[config.mk]
export PLATFORM = sky130hd
export DESIGN_NAME = des_core
export DESIGN_NICKNAME = d
export VERILOG_FILES = /design/src/rtl/des_defines.sv /design/src/rtl/des_round_f.sv /design/src/rtl/des_core.sv
export SDC_FILE = /design/constraint.sdc
export NUM_CORES = 1
export LEC_CHECK = 0
export CELL_PAD_IN_SITES_DETAIL_PLACEMENT = 2
export CELL_PAD_IN_SITES_GLOBAL_PLACEMENT = 2
export CORE_AREA = 3 3 225 227
export CTS_BUF_LIST = sky130_fd_sc_hd__clkbuf_2
export DETAILED_ROUTE_END_ITERATION = 6
export DIE_AREA = 0 0 228 230
export PLACE_DENSITY = 0.84
export SLEW_MARGIN = 20
export SYNTH_ARGS = -nofsm -noshare
export SYNTH_HDL_FRONTEND = slang
export SYNTH_SLANG_ARGS = --single-unit
[constraint.sdc]
create_clock -name clk -period 5.64 [get_ports clk]
set_input_delay 1.128 -clock clk [delete_from_list [all_inputs] [get_ports clk]]
set_output_delay 1.128 -clock clk [all_outputs]
set_load 0.01 [all_outputs]
[src/rtl/des_defines.sv]
// Shared DES constants: permutation tables, key shift schedule, S-boxes,
// FSM encoding and the permutation helpers used by the core and the f-function.
package des_defines;

    typedef enum logic {
        ST_IDLE = 1'b0,
        ST_RUN  = 1'b1
    } des_state_e;

    localparam int unsigned NUM_ROUNDS = 16;
    localparam logic [3:0]  LAST_ROUND = 4'(NUM_ROUNDS - 1);

    // Tables use FIPS 46-3 numbering: entry n names input bit n, bit 1 being the MSB.
    localparam logic [6:0] IP_T [64] = '{
        7'd58, 7'd50, 7'd42, 7'd34, 7'd26, 7'd18, 7'd10, 7'd2,
        7'd60, 7'd52, 7'd44, 7'd36, 7'd28, 7'd20, 7'd12, 7'd4,
        7'd62, 7'd54, 7'd46, 7'd38, 7'd30, 7'd22, 7'd14, 7'd6,
        7'd64, 7'd56, 7'd48, 7'd40, 7'd32, 7'd24, 7'd16, 7'd8,
        7'd57, 7'd49, 7'd41, 7'd33, 7'd25, 7'd17, 7'd9,  7'd1,
        7'd59, 7'd51, 7'd43, 7'd35, 7'd27, 7'd19, 7'd11, 7'd3,
        7'd61, 7'd53, 7'd45, 7'd37, 7'd29, 7'd21, 7'd13, 7'd5,
        7'd63, 7'd55, 7'd47, 7'd39, 7'd31, 7'd23, 7'd15, 7'd7
    };

    localparam logic [6:0] FP_T [64] = '{
        7'd40, 7'd8, 7'd48, 7'd16, 7'd56, 7'd24, 7'd64, 7'd32,
        7'd39, 7'd7, 7'd47, 7'd15, 7'd55, 7'd23, 7'd63, 7'd31,
        7'd38, 7'd6, 7'd46, 7'd14, 7'd54, 7'd22, 7'd62, 7'd30,
        7'd37, 7'd5, 7'd45, 7'd13, 7'd53, 7'd21, 7'd61, 7'd29,
        7'd36, 7'd4, 7'd44, 7'd12, 7'd52, 7'd20, 7'd60, 7'd28,
        7'd35, 7'd3, 7'd43, 7'd11, 7'd51, 7'd19, 7'd59, 7'd27,
        7'd34, 7'd2, 7'd42, 7'd10, 7'd50, 7'd18, 7'd58, 7'd26,
        7'd33, 7'd1, 7'd41, 7'd9,  7'd49, 7'd17, 7'd57, 7'd25
    };

    localparam logic [6:0] E_T [48] = '{
        7'd32, 7'd1,  7'd2,  7'd3,  7'd4,  7'd5,
        7'd4,  7'd5,  7'd6,  7'd7,  7'd8,  7'd9,
        7'd8,  7'd9,  7'd10, 7'd11, 7'd12, 7'd13,
        7'd12, 7'd13, 7'd14, 7'd15, 7'd16, 7'd17,
        7'd16, 7'd17, 7'd18, 7'd19, 7'd20, 7'd21,
        7'd20, 7'd21, 7'd22, 7'd23, 7'd24, 7'd25,
        7'd24, 7'd25, 7'd26, 7'd27, 7'd28, 7'd29,
        7'd28, 7'd29, 7'd30, 7'd31, 7'd32, 7'd1
    };

    localparam logic [6:0] P_T [32] = '{
        7'd16, 7'd7,  7'd20, 7'd21, 7'd29, 7'd12, 7'd28, 7'd17,
        7'd1,  7'd15, 7'd23, 7'd26, 7'd5,  7'd18, 7'd31, 7'd10,
        7'd2,  7'd8,  7'd24, 7'd14, 7'd32, 7'd27, 7'd3,  7'd9,
        7'd19, 7'd13, 7'd30, 7'd6,  7'd22, 7'd11, 7'd4,  7'd25
    };

    localparam logic [6:0] PC1_T [56] = '{
        7'd57, 7'd49, 7'd41, 7'd33, 7'd25, 7'd17, 7'd9,
        7'd1,  7'd58, 7'd50, 7'd42, 7'd34, 7'd26, 7'd18,
        7'd10, 7'd2,  7'd59, 7'd51, 7'd43, 7'd35, 7'd27,
        7'd19, 7'd11, 7'd3,  7'd60, 7'd52, 7'd44, 7'd36,
        7'd63, 7'd55, 7'd47, 7'd39, 7'd31, 7'd23, 7'd15,
        7'd7,  7'd62, 7'd54, 7'd46, 7'd38, 7'd30, 7'd22,
        7'd14, 7'd6,  7'd61, 7'd53, 7'd45, 7'd37, 7'd29,
        7'd21, 7'd13, 7'd5,  7'd28, 7'd20, 7'd12, 7'd4
    };

    localparam logic [6:0] PC2_T [48] = '{
        7'd14, 7'd17, 7'd11, 7'd24, 7'd1,  7'd5,
        7'd3,  7'd28, 7'd15, 7'd6,  7'd21, 7'd10,
        7'd23, 7'd19, 7'd12, 7'd4,  7'd26, 7'd8,
        7'd16, 7'd7,  7'd27, 7'd20, 7'd13, 7'd2,
        7'd41, 7'd52, 7'd31, 7'd37, 7'd47, 7'd55,
        7'd30, 7'd40, 7'd51, 7'd45, 7'd33, 7'd48,
        7'd44, 7'd49, 7'd39, 7'd56, 7'd34, 7'd53,
        7'd46, 7'd42, 7'd50, 7'd36, 7'd29, 7'd32
    };

    localparam logic [1:0] SHIFT_T [16] = '{
        2'd1, 2'd1, 2'd2, 2'd2, 2'd2, 2'd2, 2'd2, 2'd2,
        2'd1, 2'd2, 2'd2, 2'd2, 2'd2, 2'd2, 2'd2, 2'd1
    };

    // One 64-bit word per S-box row; column 0 is the most significant nibble.
    localparam logic [63:0] SBOX_T [8][4] = '{
        '{64'hE4D12FB83A6C5907, 64'h0F74E2D1A6CB9538, 64'h41E8D62BFC973A50, 64'hFC8249175B3EA06D},
        '{64'hF18E6B34972DC05A, 64'h3D47F28EC01A69B5, 64'h0E7BA4D158C6932F, 64'hD8A13F42B67C05E9},
        '{64'hA09E63F51DC7B428, 64'hD709346A285ECBF1, 64'hD6498F30B12C5AE7, 64'h1AD069874FE3B52C},
        '{64'h7DE3069A1285BC4F, 64'hD8B56F03472C1AE9, 64'hA690CB7DF13E5284, 64'h3F06A1D8945BC72E},
        '{64'h2C417AB6853FD0E9, 64'hEB2C47D150FA3986, 64'h421BAD78F9C5630E, 64'hB8C71E2D6F09A453},
        '{64'hC1AF92680D34E75B, 64'hAF427C9561DE0B38, 64'h9EF528C3704A1DB6, 64'h432C95FABE17608D},
        '{64'h4B2EF08D3C975A61, 64'hD0B7491AE35C2F86, 64'h14BDC37EAF680592, 64'h6BD814A7950FE23C},
        '{64'hD2846FB1A93E50C7, 64'h1FD8A374C56B0E92, 64'h7B419CE206ADF358, 64'h21E74A8DFC90356B}
    };

    function automatic logic [63:0] ip_perm(input logic [63:0] x);
        logic [63:0] y;
        for (int i = 0; i < 64; i++) y[63 - i] = x[64 - int'(IP_T[i])];
        return y;
    endfunction

    function automatic logic [63:0] fp_perm(input logic [63:0] x);
        logic [63:0] y;
        for (int i = 0; i < 64; i++) y[63 - i] = x[64 - int'(FP_T[i])];
        return y;
    endfunction

    function automatic logic [47:0] e_perm(input logic [31:0] x);
        logic [47:0] y;
        for (int i = 0; i < 48; i++) y[47 - i] = x[32 - int'(E_T[i])];
        return y;
    endfunction

    function automatic logic [31:0] p_perm(input logic [31:0] x);
        logic [31:0] y;
        for (int i = 0; i < 32; i++) y[31 - i] = x[32 - int'(P_T[i])];
        return y;
    endfunction

    function automatic logic [55:0] pc1_perm(input logic [63:0] x);
        logic [55:0] y;
        for (int i = 0; i < 56; i++) y[55 - i] = x[64 - int'(PC1_T[i])];
        return y;
    endfunction

    function automatic logic [47:0] pc2_perm(input logic [55:0] x);
        logic [47:0] y;
        for (int i = 0; i < 48; i++) y[47 - i] = x[56 - int'(PC2_T[i])];
        return y;
    endfunction

    // Row comes from the outer two bits of the 6-bit group, column from the inner four.
    function automatic logic [3:0] sbox_lookup(input logic [2:0] box, input logic [5:0] six);
        logic [63:0] row_word;
        logic [3:0]  col;
        row_word = SBOX_T[box][{six[5], six[0]}];
        col      = six[4:1];
        return row_word[{~col, 2'b00} +: 4];
    endfunction

endpackage

[src/rtl/des_round_f.sv]
// DES f-function: expansion, subkey mix, eight S-boxes and the P permutation.
// Purely combinational; the core registers its result through L/R.
module des_round_f
    import des_defines::*;
(
    input  logic [31:0] r_i,
    input  logic [47:0] k_i,
    output logic [31:0] f_o
);

    logic [47:0] mix_s;
    logic [31:0] sbox_out_s;

    // Expand, mix with the round key and substitute six bits at a time.
    always_comb begin
        mix_s      = e_perm(r_i) ^ k_i;
        sbox_out_s = 32'd0;
        for (int b = 0; b < 8; b++) begin
            sbox_out_s[31 - 4*b -: 4] = sbox_lookup(3'(b), mix_s[47 - 6*b -: 6]);
        end
        f_o = p_perm(sbox_out_s);
    end

endmodule

[src/rtl/des_core.sv]
// Iterative DES engine: one Feistel round per clock, 16-cycle latency from the
// accepted start strobe. Decryption walks the key schedule backwards by rotating right.
module des_core
    import des_defines::*;
(
    input  logic        clk,
    input  logic        rst_n,
    input  logic        des_encipher_en,
    input  logic        des_decipher_en,
    input  logic [63:0] des_data,
    input  logic [63:0] des_key_in,
    output logic [63:0] desc_result,
    output logic        desc_ready
);

    des_state_e  state_q, state_d;
    logic [3:0]  cnt_q, cnt_d;
    logic        decrypt_q, decrypt_d;
    logic [31:0] l_q, l_d, r_q, r_d;
    logic [27:0] c_q, c_d, d_q, d_d;
    logic [63:0] result_q, result_d;
    logic        ready_q, ready_d;

    logic [1:0]  rot_amt_s;
    logic [27:0] c_rot_s, d_rot_s;
    logic [47:0] subkey_s;
    logic [31:0] f_s;

    // Per-round C/D rotation; decryption skips the rotation before its first round.
    always_comb begin
        rot_amt_s = (decrypt_q && (cnt_q == 4'd0)) ? 2'd0 : SHIFT_T[cnt_q];
        case ({decrypt_q, rot_amt_s})
            3'b0_01: begin c_rot_s = {c_q[26:0], c_q[27]};    d_rot_s = {d_q[26:0], d_q[27]};    end
            3'b0_10: begin c_rot_s = {c_q[25:0], c_q[27:26]}; d_rot_s = {d_q[25:0], d_q[27:26]}; end
            3'b1_01: begin c_rot_s = {c_q[0], c_q[27:1]};     d_rot_s = {d_q[0], d_q[27:1]};     end
            3'b1_10: begin c_rot_s = {c_q[1:0], c_q[27:2]};   d_rot_s = {d_q[1:0], d_q[27:2]};   end
            default: begin c_rot_s = c_q;                     d_rot_s = d_q;                     end
        endcase
        subkey_s = pc2_perm({c_rot_s, d_rot_s});
    end

    des_round_f u_round_f (
        .r_i (r_q),
        .k_i (subkey_s),
        .f_o (f_s)
    );

    // FSM next state, operand capture and round datapath.
    always_comb begin
        state_d   = state_q;
        cnt_d     = cnt_q;
        decrypt_d = decrypt_q;
        l_d       = l_q;
        r_d       = r_q;
        c_d       = c_q;
        d_d       = d_q;
        result_d  = result_q;
        ready_d   = ready_q;
        case (state_q)
            ST_IDLE: begin
                if (des_encipher_en || des_decipher_en) begin
                    decrypt_d  = ~des_encipher_en;
                    {l_d, r_d} = ip_perm(des_data);
                    {c_d, d_d} = pc1_perm(des_key_in);
                    cnt_d      = 4'd0;
                    ready_d    = 1'b0;
                    state_d    = ST_RUN;
                end else begin
                    state_d    = ST_IDLE;
                end
            end
            ST_RUN: begin
                l_d = r_q;
                r_d = l_q ^ f_s;
                c_d = c_rot_s;
                d_d = d_rot_s;
                if (cnt_q == LAST_ROUND) begin
                    // Halves swap back before the final permutation.
                    result_d = fp_perm({l_q ^ f_s, r_q});
                    ready_d  = 1'b1;
                    cnt_d    = 4'd0;
                    state_d  = ST_IDLE;
                end else begin
                    cnt_d    = cnt_q + 4'd1;
                end
            end
            default: begin
                state_d = ST_IDLE;
                cnt_d   = 4'd0;
            end
        endcase
    end

    // State registers with synchronous active-low reset.
    always_ff @(posedge clk) begin
        if (!rst_n) begin
            state_q   <= ST_IDLE;
            cnt_q     <= 4'd0;
            decrypt_q <= 1'b0;
            l_q       <= 32'd0;
            r_q       <= 32'd0;
            c_q       <= 28'd0;
            d_q       <= 28'd0;
            result_q  <= 64'd0;
            ready_q   <= 1'b0;
        end else begin
            state_q   <= state_d;
            cnt_q     <= cnt_d;
            decrypt_q <= decrypt_d;
            l_q       <= l_d;
            r_q       <= r_d;
            c_q       <= c_d;
            d_q       <= d_d;
            result_q  <= result_d;
            ready_q   <= ready_d;
        end
    end

    assign desc_result = result_q;
    assign desc_ready  = ready_q;

endmodule

After elaboration in Yosys (flattened, before gate mapping)
Memory sizes are Yosys's and may differ from the RTL's.
Cells that the tools add are included.
{"block": "classes", "muxes": 46, "bitwise_logic": 21, "n_shift": 8, "add_sub_neg": 1, "n_eq_ne": 8, "reduce_logical": 7, "magnitude_cmp": 9}
{"cell": "$bmux 64 s2", "n": 8}
{"cell": "$mux 64", "n": 16}
{"cell": "$shiftx 64x7->4", "n": 8}
{"cell": "$pmux 28 s4", "n": 2}
{"cell": "$pmux 32 s2", "n": 2}
{"cell": "$pmux 28 s2", "n": 2}
{"cell": "$mux 32", "n": 2}
{"cell": "$mux 28", "n": 2}
{"cell": "$xor 48x48->48", "n": 1}
{"cell": "$not 4->4", "n": 8}
{"cell": "$xor 32x32->32", "n": 1}
{"cell": "$ge 3x3->1 const B", "n": 8}
{"cell": "$not 2->3", "n": 8}
{"cell": "$mux 4", "n": 2}
{"cell": "$pmux 4 s2", "n": 1}
{"cell": "$reduce_and 2->1", "n": 4}
{"cell": "$eq 3x3->1 const B", "n": 2}
{"cell": "$mux 2", "n": 3}
{"cell": "$ge 5x5->1 const B", "n": 1}
{"cell": "$ne 5x1->1 const B", "n": 1}
{"cell": "$not 4->5", "n": 1}
{"cell": "$add 4x1->4 const B", "n": 1}
{"cell": "$eq 4x4->1 const B", "n": 1}
{"cell": "$logic_not 4->1", "n": 1}
{"cell": "other kinds (9)", "n": 14}
{"block": "word_totals", "n_memories": 1, "out_inout_bits": 65, "in_bits": 132, "romBits": 32, "elab_cells": 112, "register_bits": 191}
{"memory": "(name not given)", "words": 16, "word_bits": 2, "rd": 1, "rd_ports_with_merged_regs": 0, "write_ports": 0, "line": "des_core.sv:31", "rtl": "rot_amt_s = (decrypt_q && (cnt_q == 4'd0)) ? 2'd0 : SHIFT_T[cnt_q];"}

Longest topological paths before layout
Gate-level depths: netlist (run 1).
{"block": "logic_depth", "word_depth": 15, "ltp_mapped": 21, "ltp_nobuf": 16}

By module
Synthesis (run 1) repeated with hierarchy kept, for this count alone.
{"block": "hier_totals", "cells_unflattened": 1895, "hier_area_um2": 14921.8}
{"mod": "des_core", "seq_area_each_um2": 3823.7, "cells_each": 1198, "area_each_um2": 9785.6, "instances": 1}
{"mod": "des_round_f", "seq_area_each_um2": 0.0, "cells_each": 697, "area_each_um2": 5136.2, "instances": 1}

Worst setup path after synthesis (run 1)
Ideal clock, no wire load.
{"block": "synth_path", "kind": "register -> register", "from": "register cnt_q[1]", "to": "register r_q[22]", "arrival_time_ns": 4.288, "setup_ns": 0.103, "period_less_slack_ns": 4.392, "n_path_buf": 5, "setup_slack_ns": 1.248, "stages_incl_launch_ff": 19, "required_ns": 5.537, "cell_sequence": "dfxtp_1 > buf_2 > inv_1 > ha_1 > buf_2 > o21bai_2 > a211oi_4 > buf_6 > a22o_1 > o31ai_1 > xnor2_1 > clkbuf_1 > ha_1 > clkbuf_1 > mux4_2 > nor2_1 > o21ai_1 > and4b_1 > a2111oi_2"}
{"block": "synth_between", "elab_chain_cells": 15}
{"element": "from (decl)", "line": "des_core.sv:17", "rtl": "logic [3:0] cnt_q, cnt_d;"}
{"element": "from (signal assigned)", "line": "des_core.sv:108", "rtl": "cnt_q <= cnt_d;"}
{"element": "$not 4->5 (not written as such)", "line": "des_core.sv:31"}
{"element": "$mem_v2 16x2"}
{"element": "$mux 2 (not written as such) (2 in a row)", "line": "des_core.sv:31"}
{"element": "$mux 2 *", "line": "des_core.sv:31"}
{"element": "$eq 3x3->1 (tied with other cells)", "line": "des_core.sv:32", "rtl": "case ({decrypt_q, rot_amt_s})"}
{"element": "$pmux 28 s4 *", "line": "des_core.sv:32"}
{"element": "$xor 48x48->48 *", "line": "des_round_f.sv:16", "rtl": "mix_s = e_perm(r_i) ^ k_i;"}
{"element": "$not 2->3 (not written as such)", "line": "des_defines.sv:133", "rtl": "row_word = SBOX_T[box][{six[5], six[0]}];"}
{"element": "$bmux 64 s2", "line": "des_defines.sv:133"}
{"element": "$mux 64 (not written as such) (2 in a row)", "line": "des_defines.sv:133"}
{"element": "$shiftx 64x7->4 *", "line": "des_defines.sv:135", "rtl": "return row_word[{~col, 2'b00} +: 4];"}
{"element": "$xor 32x32->32 *", "line": "des_core.sv:74", "rtl": "r_d = l_q ^ f_s;"}
{"element": "$pmux 32 s2 *", "line": "des_core.sv:59", "rtl": "case (state_q)"}
{"element": "to (signal assigned)", "line": "des_core.sv:111", "rtl": "r_q <= r_d;"}
{"element": "to (decl)", "line": "des_core.sv:19", "rtl": "logic [31:0] l_q, l_d, r_q, r_d;"}
Every way passes the cells marked *; elsewhere a longest branch is shown, timed or not. The select of a mux whose other input is x is not followed.
A chain may end at the register's enable or synchronous reset.

Worst setup path after layout (run 1)
{"block": "layout_path", "from": "register cnt_q[0]", "to": "register result_q[60], in the netlist desc_result[60]"}
{"block": "layout_between", "elab_chain_cells": 14}
{"element": "$not 4->5 (not written as such)", "line": "des_core.sv:31"}
{"element": "$mem_v2 16x2"}
{"element": "$mux 2 (not written as such) (2 in a row)", "line": "des_core.sv:31"}
{"element": "$mux 2", "line": "des_core.sv:31"}
{"element": "$eq 3x3->1 (tied with other cells)", "line": "des_core.sv:32"}
{"element": "$pmux 28 s4", "line": "des_core.sv:32"}
{"element": "$xor 48x48->48", "line": "des_round_f.sv:16"}
{"element": "$not 2->3 (not written as such)", "line": "des_defines.sv:133"}
{"element": "$bmux 64 s2", "line": "des_defines.sv:133"}
{"element": "$mux 64 (not written as such) (2 in a row)", "line": "des_defines.sv:133"}
{"element": "$shiftx 64x7->4", "line": "des_defines.sv:135"}
{"element": "$xor 32x32->32", "line": "des_core.sv:79", "rtl": "result_d = fp_perm({l_q ^ f_s, r_q});"}
{"element": "to (signal assigned)", "line": "des_core.sv:114", "rtl": "result_q <= result_d;"}
{"element": "to (decl)", "line": "des_core.sv:21", "rtl": "logic [63:0] result_q, result_d;"}
Parallel ways exist; a longest one is shown, timed or not. The select of a mux whose other input is x is not followed.

==> reports/metrics.csv, run 1 <==
metric;value;unit
status;complete, but fails checks;
violations;design-rule violations;
wl_per_cell;27.79;um
finalSetupTns;0;ps
cts.sinks;191;
synth_ff_type;dfxtp_1;
grt_start_max_net_pins;67;
cts_root_buffer;clkbuf_2;
stdcell_count;2944;
grt.total_usage;30.41;%
cpPeakStageDelay;700;ps
swShare;54.29;%
holdWs;332.6;ps
cts_made_buffers;17;
syn2layout_area_growth;18.19;%
power.clock.fraction;10.5;%
worstPathMaxFanout;12;
slew_headroom;27.27;%
synth_common_cells;236 x nand2_1, 191 x dfxtp_1, 177 x nor2_1, 123 x a21oi_1, 117 x clkbuf_1;
synth_edf_count;0;
dp_cells;2908;
finalClockSkew;86.54;ps
rsz0062_at_grt;no;
routed_via_density;6.474;
ys_ff_latch;191;
coreArea;0.04885;sq mm
num_vias;19060;
clock_latency;1180;ps
tightest_slew;1087;ps
clk_pin_slew;350;ps
total_leakage_power;7.153;nW
cp.depth;17;
yosysMostFrequentCell;nand2_1;
startpoint;cnt_q[0]$_SDFFE_PN0P_;
p_int;3.509;mW
crit_chain;inv_1, ha_1, o21bai_2, a211oi_4, buf_4, a22oi_1, a21oi_1, xor2_1, buf_4, inv_2, ha_1, o21ai_0, o311ai_0, o211ai_1, a32oi_1, xor2_1, o21ai_0;
die_w;228;um
dp_slack;629.0;ps
wirelength;81820;um
total_power;7.676;mW
grt_pass1_vias;20090;
dr.first_iter.drc_count;1982;
place_area;0.01925;sq mm
grt_overflow_total;0;
rr_startpoint;cnt_q[0]$_SDFFE_PN0P_;
nFillCells;5634;
syn_inst;2142;
synthArstFlopShare;0;%
rr_worst_depth;17;
antenna_found_initial;2;
yosysUniqueCellTypes;102;
endpoint_kind;register;
postRouteAntennaNets;0;
setup_viol;0;
reg2reg_slack;420;ps
max_freq;191.5;MHz
yosys-top-cells-area;dfxtp_1 23%, nand2_1 5.4%, nor2_1 4.0%, a21oi_1 3.7%, a311oi_1 3.6%;
num-nets-final;2442;
power_frac_comb;66.1;%
timing.final.crit_share;92.56;%
yosys.area.top_type;dfxtp_1;
die_h;230;um
fin_ws;419.4;ps
critical_path_class;register to register;
syn_area;0.01652;sq mm
rows;81;
grt_pass1_wl;125100;um
postCtsSetupBuffers;0;
hp-class;input pin to register;
peakVddDrop;0.1699;mV
drt_first_pass_iters;7;
crit_buf_inv;4;
io_pins;197;
io_buffers;188;
htree_levels;4;
power.switching;4.167;mW
ctsResizeCount;0;
synth.avg_cell_area;7.712;sq um
cp_data_arrival_time;6250;ps
p_seq_share;23.4;%
period_minus_slack;5221;ps
cp-start-kind;register;
place_hpwl;60010;um
gp_congestion;0.8981;
post-route-drc-count;4;
setup.worst_path.end;desc_result[60]$_SDFFE_PN0P_;
clock_path_buffers;2;
maxSlewViolCount;0;
ys_seq_area_share;23.15;%
final_util;39.97;%
p_per_area;393.2;mW/mm^2
drv_cap;0;
cts_tree;done;
worst_path_max_delay_cell;a211oi_4;
cp_top_family;compound AO/OA/AOI/OAI gates;
ys_warn_count;0;
finalInstanceArea;0.01952;sq mm
hold_viol;0;
dieArea;0.05244;sq mm
yosys.area.top_type_share;23.15;%
start_util;33.81;%
syn_nets;2321;
cts_hold_buf;0;
drive_above_1_share;11.38;%
cp_data_required_time;6660;ps
rr_endpoint;desc_result[60]$_SDFFE_PN0P_;
## flip-flops by register name, indices dropped and copies added, names as in the netlist
name and count:
cnt_q 4, d_q 28, desc_result 64, r_q 32, desc_ready 1, l_q 32, c_q 28, state_q 1
decrypt_q 1
## worst min path at each step
| stage | startpoint | end | depth (start not counted) |
|---|---|---|---|
| finish | rst_n | c_q[7]$_SDFFE_PN0P_ | 3 |
| global route | rst_n | c_q[7]$_SDFFE_PN0P_ | 3 |
| CTS | rst_n | c_q[7]$_SDFFE_PN0P_ | 3 |
| detailed placement | desc_result[61]$_SDFFE_PN0P_ | desc_result[61]$_SDFFE_PN0P_ | 2 |
| global placement | desc_result[61]$_SDFFE_PN0P_ | desc_result[61]$_SDFFE_PN0P_ | 2 |
| floorplan | l_q[16]$_SDFFE_PN0P_ | l_q[16]$_SDFFE_PN0P_ | 2 |
## cell families after synthesis
group / synth area share [%]
AO/OA/AOI/OAI: 36.62
AND/OR/NAND/NOR: 19.86
buffers and inverters: 6.438
flip-flops: 23.15
multiplexers: 5.689
XOR/XNOR: 4.689
adder cells (fa/ha/maj): 3.560
## power by group through the flow
stage	Sequential [mW]	Clock [mW]	Combinational, mW
floorplan	1.60	0	3.42
global placement	1.79	0	4.74
detailed placement	1.81	0	4.94
CTS	1.79	0.835	4.97
global route	1.81	0.877	5.49
finish	1.80	0.807	5.07
## cells in the final DEF, fill, tap and decap left out, types with 26 or more instances in the layout
master and count:
nand2_1 236, dfxtp_1 190, clkdlybuf4s50_1 187, nor2_1 176, a21oi_1 122, o21ai_0 107, buf_4 106, a311oi_1 68
o211ai_1 65, nor3_1 63, nand3_1 57, mux2i_1 53, a22oi_1 48, ha_1 47, a211oi_1 42, a22o_1 38
a31oi_1 37, inv_1 34, or3_1 32, xnor2_1 32, a221oi_1 26
## cell type report
class / instances / area [sq um] / share of cell area [%]
timing repair buffer: 296 / 2713 / 13.89
multi-input combinational: 1707 / 11700 / 59.91
clock buffer: 17 / 85.08 / 0.4358
inverter: 50 / 191.4 / 0.9805
antenna: 4 / 10.01 / 0.05127
sequential: 191 / 3827 / 19.60
clock inverter: 15 / 170.2 / 0.8716
tap: 664 / 830.8 / 4.255
## metal layers
metal,up-vias,track usage (%),wire length (um)
met4,0,13.56,3578
li1,8488,-,-
met1,9758,39.89,36110
met3,172,4.819,4629
met5,-,0,0
met2,640,49.30,37500
## worst reg2reg max path, delay by kind of cell, from the launching register on
kind / cells / cell delay [ps]
AOI/OAI and AO/OA: 9 / 2590
xor gates and xnor gates: 2 / 620
adders and majority gates: 2 / 690
buffers and inverters: 4 / 780
DFF: 1 / 480
No activity file was read; power rests on OpenSTA's default activity.
==> inputs of run 2 (changes only) <==
--- a/config.mk
+++ b/config.mk
@@ -7,12 +7,13 @@
 export LEC_CHECK = 0
 export CELL_PAD_IN_SITES_DETAIL_PLACEMENT = 2
 export CELL_PAD_IN_SITES_GLOBAL_PLACEMENT = 2
-export CORE_AREA = 3 3 225 227
+export CORE_AREA = 3 3 214 216
 export CTS_BUF_LIST = sky130_fd_sc_hd__clkbuf_2
 export DETAILED_ROUTE_END_ITERATION = 6
-export DIE_AREA = 0 0 228 230
-export PLACE_DENSITY = 0.84
+export DIE_AREA = 0 0 217 219
+export PLACE_DENSITY = 0.85
 export SLEW_MARGIN = 20
 export SYNTH_ARGS = -nofsm -noshare
 export SYNTH_HDL_FRONTEND = slang
+export SYNTH_HIERARCHICAL = 1
 export SYNTH_SLANG_ARGS = --single-unit
==> run 2 against run 1 <==
  * The flow now finishes without violations
  * Global-route usage shrank 3.0 points
  * Sequential share of layout area rose by 1.6 points
  * Flip-flop and latch count unchanged
  * Routed wire length fell by 20%
  * Register-to-register slack got worse by 140 ps
  * Synthesized cell count down 12%
  * Combinational power fell by 2%
  * Via count shrank 17%
  * Maximum frequency down 2.6%
  * Clock power increased by 8.2%
  * Critical endpoint is now desc_result[8]$_SDFFE_PN0P_
  * Highest routed layer unchanged
==> reports/metrics.csv, run 2 <==
metric;value;unit
final_common_cell;nand2_1;
io_pins;197;
hold_viol;0;
ys_ff_latch;191;
max_freq;186.5;MHz
total_power;7.571;mW
peakVddDrop;0.1705;mV
place_hpwl;47680;um
yosys.area.top_type;dfxtp_1;
clock_latency;1080;ps
coreArea;0.04412;sq mm
rr_worst_depth;15;
worstPathMaxFanout;32;
num_vias;15750;
synth_edf_count;0;
tightest_slew;1094;ps
critical_path_class;register to register;
largest_reg_flops;64;
cp_data_required_time;6660;ps
syn2layout_area_growth;20.80;%
dieArea;0.04752;sq mm
setup_viol;0;
grt_pass1_wl;101400;um
syn_area;0.01492;sq mm
die_h;219;um
clock_path_buffers;2;
routed_via_density;5.955;
cts_root_buffer;clkbuf_2;
num-nets-final;2230;
rr_endpoint;desc_result[8]$_SDFFE_PN0P_;
cts.sinks;191;
synth_compound_area_share;29.53;%
drive_above_1_share;11.32;%
rr_startpoint;cnt_q[1]$_SDFFE_PN0P_;
period_minus_slack;5361;ps
wirelength;65850;um
finalClockSkew;70.00;ps
grt_overflow_total;0;
cts_tree;done;
post-route-drc-count;0;
layout_common_cells;317 x nand2_1, 190 x dfxtp_1, 188 x clkdlybuf4s50_1, 169 x nor2_1, 150 x a21oi_1;
start_util;33.82;%
slew_headroom;26.54;%
gp_congestion;0.9490;
antenna_found_initial;3;
power.clock.fraction;11.5;%
syn_inst;1895;
synthArstFlopShare;0;%
synth_xor_area_share;7.597;%
drt_first_pass_iters;5;
ys_seq_area_share;25.62;%
io_buffers;188;
die_w;217;um
grt_pass1_vias;16640;
dr.first_iter.drc_count;1154;
synth.avg_cell_area;7.874;sq um
ys_warn_count;6;
synth_ff_type;dfxtp_1;
postRouteAntennaNets;0;
grt_start_max_net_pins;96;
yosys.area.top_type_share;25.62;%
clk_pin_slew;350;ps
synth_top_family_by_area;compound AO/OA/AOI/OAI gates;
p_seq_share;23.2;%
wl_per_cell;24.90;um
drv_cap;0;
synth_common_cells;317 x nand2_1, 191 x dfxtp_1, 171 x nor2_1, 150 x a21oi_1, 110 x clkbuf_1;
maxSlewViolCount;0;
yosys.area_share.simple;16.52;%
startpoint;cnt_q[1]$_SDFFE_PN0P_;
cp_data_arrival_time;6380;ps
yosysMostFrequentCell;nand2_1;
holdWs;476.4;ps
p_int;3.724;mW
endpoint_kind;register;
setup.worst_path.end;desc_result[8]$_SDFFE_PN0P_;
total_leakage_power;6.707;nW
cts_made_buffers;17;
syn_nets;2088;
synth_fa_ha_area_share;5.115;%
power_frac_comb;65.3;%
timing.final.crit_share;95.05;%
htree_levels;4;
power.switching;3.846;mW
p_per_area;420.0;mW/mm^2
hp-class;register to register;
rows;77;
cp-start-kind;register;
final_util;40.85;%
synthMuxAreaShare;9.970;%
status;finished, final reports clean;
grt.total_usage;27.38;%
yosysUniqueCellTypes;73;
swShare;50.81;%
reg2reg_slack;280;ps
yosys-top-cells-area;dfxtp_1 26%, nand2_1 8.0%, ha_1 5.1%, a21oi_1 5.0%, mux2i_1 5.0%;
## run 2: area by class of cell
class | count | area, sq um
Sequential cell | 191 | 3827
Tap cell | 592 | 740.7
Timing Repair Buffer | 277 | 2640
Fill cell | 5076 | 26100
Clock inverter | 15 | 198.9
Clock buffer | 17 | 85.08
Inverter | 44 | 167.7
Antenna cell | 3 | 7.507
Multi-Input combinational cell | 1506 | 10360
## run 2: per-layer routing
metal  vias up  GRT usage, %  wire (um)
met5         -             0          0
li1       7245             -          -
met2       427         45.84      31560
met1      8009         36.12      28930
met3        71         5.442       3781
met4         0         7.219       1579
## run 2: power groups by stage
stage,Combinational [mW],Clock [mW],Sequential [mW]
global route,5.38,0.960,1.77
finish,4.95,0.873,1.75
global placement,4.69,0,1.76
floorplan,3.31,0,1.64
CTS,4.90,0.912,1.75
detailed placement,4.84,0,1.77
## run 2: kinds of logic after synthesis
kind of cell	Yosys count
simple gates	599
flops	191
compound gates	616
fa+ha+maj	61
mux	109
buf+inv	198
xor+xnor	121
## run 2: worst min-delay path by stage
stage	depth (start not counted)	from	end
after floorplan	2	r_q[14]$_SDFFE_PN0P_	desc_result[11]$_SDFFE_PN0P_
after global placement	2	desc_result[7]$_SDFFE_PN0P_	desc_result[7]$_SDFFE_PN0P_
after detailed placement	2	desc_result[17]$_SDFFE_PN0P_	desc_result[17]$_SDFFE_PN0P_
after CTS	3	des_data[41]	r_q[2]$_SDFFE_PN0P_
after global routing	2	desc_result[17]$_SDFFE_PN0P_	desc_result[17]$_SDFFE_PN0P_
final	2	desc_result[17]$_SDFFE_PN0P_	desc_result[17]$_SDFFE_PN0P_
## run 2: repair_timing
action                     in CTS  in global routing
gates resized for setup         0                  1
setup buffers                   0                  4
hold endpoints to repair        0                  0
setup endpoints to repair       0                  2
hold buffers                    0                  0
## run 2: critical path, stage by stage (launching register included)
cell and delay, ps:
dfxtp_1 460, inv_1 90, ha_1 400, mux2i_4 180, o22ai_4 760, a221oi_1 250, a31oi_1 560, xnor2_1 330
ha_1 570, inv_1 180, mux2i_1 160, a2111oi_0 700, a31oi_1 90, o21ai_1 220, xnor2_1 130, a211oi_1 230
## run 2: metrics by stage
stage / TNS, ps / cell area, sq um / setup slack (ps) / cells
2_1_floorplan: 0 / 14920 / 1327 / 1895
3_3_place_gp: 0 / 17600 / 525.5 / 2604
3_5_place_dp: 0 / 17630 / 322.0 / 2605
4_1_cts: 0 / 17920 / 250.4 / 2637
5_1_grt: -58.57 / 18030 / -33.24 / 2645
6_report: 0 / 18030 / 278.9 / 2645
==> inputs of run 3 (changes only) <==
--- a/config.mk
+++ b/config.mk
@@ -17,3 +17,4 @@
 export SYNTH_HDL_FRONTEND = slang
 export SYNTH_HIERARCHICAL = 1
 export SYNTH_SLANG_ARGS = --single-unit
+export TNS_END_PERCENT = 30
==> constraint.sdc (replaced) <==
create_clock -name clk -period 5.64 [get_ports clk]
set_input_delay 1.692 -clock clk [delete_from_list [all_inputs] [get_ports clk]]
set_output_delay 1.692 -clock clk [all_outputs]
set_load 0.01 [all_outputs]
==> run 3 against run 2 <==
  * Utilization fell by 0.46 points
  * Flip-flop and latch count did not move
  * Worst hold slack got worse by 1.7 ps
  * Routed wire length rose by 0.20%
  * Register-to-register slack barely moved
  * Critical path depth did not move
  * Combinational power barely moved
  * Critical path type unchanged
==> reports/metrics.csv, run 3 (same netlist as run 2, synthesis figures left out) <==
metric;value;unit
status;finished, final reports clean;
antenna_found_initial;2;
post-route-drc-count;0;
postCtsSetupBuffers;0;
cp_data_required_time;6620;ps
swShare;50.92;%
total_leakage_power;6.580;nW
io_pins;197;
postRouteAntennaNets;0;
setup_viol;0;
power_frac_comb;65.3;%
hp-class;register to register;
grt_pass1_vias;16780;
coreArea;0.04412;sq mm
period_minus_slack;5360;ps
tightest_slew;1100;ps
crit_chain;inv_1, ha_1, mux2i_4, o22ai_4, buf_12, a221oi_1, a21oi_2, xnor2_1, ha_1, nor2_1, nor3_1, o31a_1, o21ai_0, xnor2_1, a211oi_1;
max_freq;186.6;MHz
rsz0062_at_grt;no;
worst_path_max_delay_cell;xnor2_1;
p_per_area;423.2;mW/mm^2
routed_via_density;6.021;
rows;77;
clock_path_buffers;2;
drv_cap;0;
seqCellArea;0.003827;sq mm
cts_made_buffers;17;
p_int;3.702;mW
clock_latency;1070;ps
worstPathMaxFanout;26;
endpoint_kind;register;
final_common_cell;nand2_1;
finalClockSkew;66.05;ps
slew_headroom;26.16;%
cts_hold_buf;0;
dieArea;0.04752;sq mm
drive_above_1_share;10.23;%
hold_viol;0;
cpPeakStageDelay;770;ps
p_seq_share;23.3;%
largest_reg_flops;64;
total_power;7.543;mW
maxSlewViolCount;0;
wirelength;65980;um
timing.final.crit_share;95.04;%
drt_first_pass_iters;5;
cp-start-kind;register;
ctsResizeCount;0;
start_util;33.82;%
multi_input_area;0.01036;sq mm
cts.sinks;191;
num-nets-final;2203;
gp_congestion;0.9075;
io_buffers;188;
dp_slack;397.0;ps
grt_start_max_net_pins;136;
peakVddDrop;0.1314;mV
die_h;219;um
grt_pass1_wl;101700;um
dr.first_iter.drc_count;1224;
die_w;217;um
clk_pin_slew;330;ps
grt.total_usage;27.42;%
layout_common_cells;316 x nand2_1, 190 x dfxtp_1, 188 x clkdlybuf4s50_1, 169 x nor2_1, 150 x a21oi_1;
power.clock.fraction;11.4;%
place_hpwl;47780;um
num_vias;15760;
cts_root_buffer;clkbuf_2;
grt_overflow_total;0;
finalSetupTns;0;ps
syn2layout_area_growth;19.44;%
fin_ws;279.9;ps
nFillCells;5074;
wl_per_cell;25.20;um
htree_levels;4;
power.switching;3.841;mW
cts_tree;done;
cp_data_arrival_time;6340;ps
critical_path_class;register to register;
==> run 3: cell types whose count changed in the layout (fill, tap and decap cells not counted), moves of 2 or more <==
cell | before | now
buf_4 | 83 | 55
buf_12 | 4 | 7
buf_16 | 2 | 0
xor2_1 | 34 | 36
xor2_2 | 7 | 5
==> run 3: worst paths after layout <==
| kind | start | endpoint | slack (ps) | depth (start not counted) |
|---|---|---|---|---|
| worst min register to register | desc_result[45]$_SDFFE_PN0P_ | desc_result[45]$_SDFFE_PN0P_ | 470 | 2 |
| worst max-delay path | cnt_q[1]$_SDFFE_PN0P_ | r_q[28]$_SDFFE_PN0P_ | 280 | 15 |
| worst min-delay path | desc_result[45]$_SDFFE_PN0P_ | desc_result[45]$_SDFFE_PN0P_ | 470 | 2 |
| worst max register to register | cnt_q[1]$_SDFFE_PN0P_ | r_q[28]$_SDFFE_PN0P_ | 280 | 15 |
==> run 3: cell type report <==
type	count	area share (%)
clock inverters	15	1.116
repair buffers	250	13.66
diodes	3	0.04212
multi-input cells	1506	58.13
flip-flops and latches	191	21.47
inverters	44	0.9407
clock buffers	17	0.4774
well taps	592	4.156
==> run 3: worst max-delay path, delay by kind of cell (launching register included) <==
kind / cells / cell delay [ps]
XOR/XNOR: 2 / 990
flip-flops: 1 / 560
AO/OA/AOI/OAI: 6 / 1790
buffers and inverters: 2 / 350
AND/OR/NAND/NOR: 2 / 340
multiplexers: 1 / 310
adder cells (fa/ha/maj): 2 / 910
==> run 3: routing by layer <==
metal	GRT usage (%)	routed length, um	up-vias
met5	0	0	-
li1	-	-	7181
met1	35.87	29500	8100
met3	5.151	2967	74
met4	8.980	1796	0
met2	45.66	31710	407
==> run 3: power groups by stage <==
stage	clock (mW)	combinational (mW)	sequential, mW
6_report	0.858	4.93	1.76
5_1_grt	0.943	5.35	1.78
4_1_cts	0.898	4.87	1.75
3_5_place_dp	0	4.82	1.78
3_3_place_gp	0	4.65	1.77
2_1_floorplan	0	3.31	1.64
==> run 3: metrics by stage <==
| stage | instances | instance area [sq um] | hold slack (ps) | utilization [%] |
|---|---|---|---|---|
| final | 2618 | 17820 | 474.7 | 40.39 |
| after floorplan | 1895 | 14920 | 469.1 | - |
| after CTS | 2615 | 17780 | 479.7 | 40.30 |
| after global placement | 2583 | 17490 | 444.8 | 39.64 |
| after global routing | 2618 | 17820 | 504.3 | 40.39 |
| after detailed placement | 2583 | 17500 | 453.6 | 39.66 |
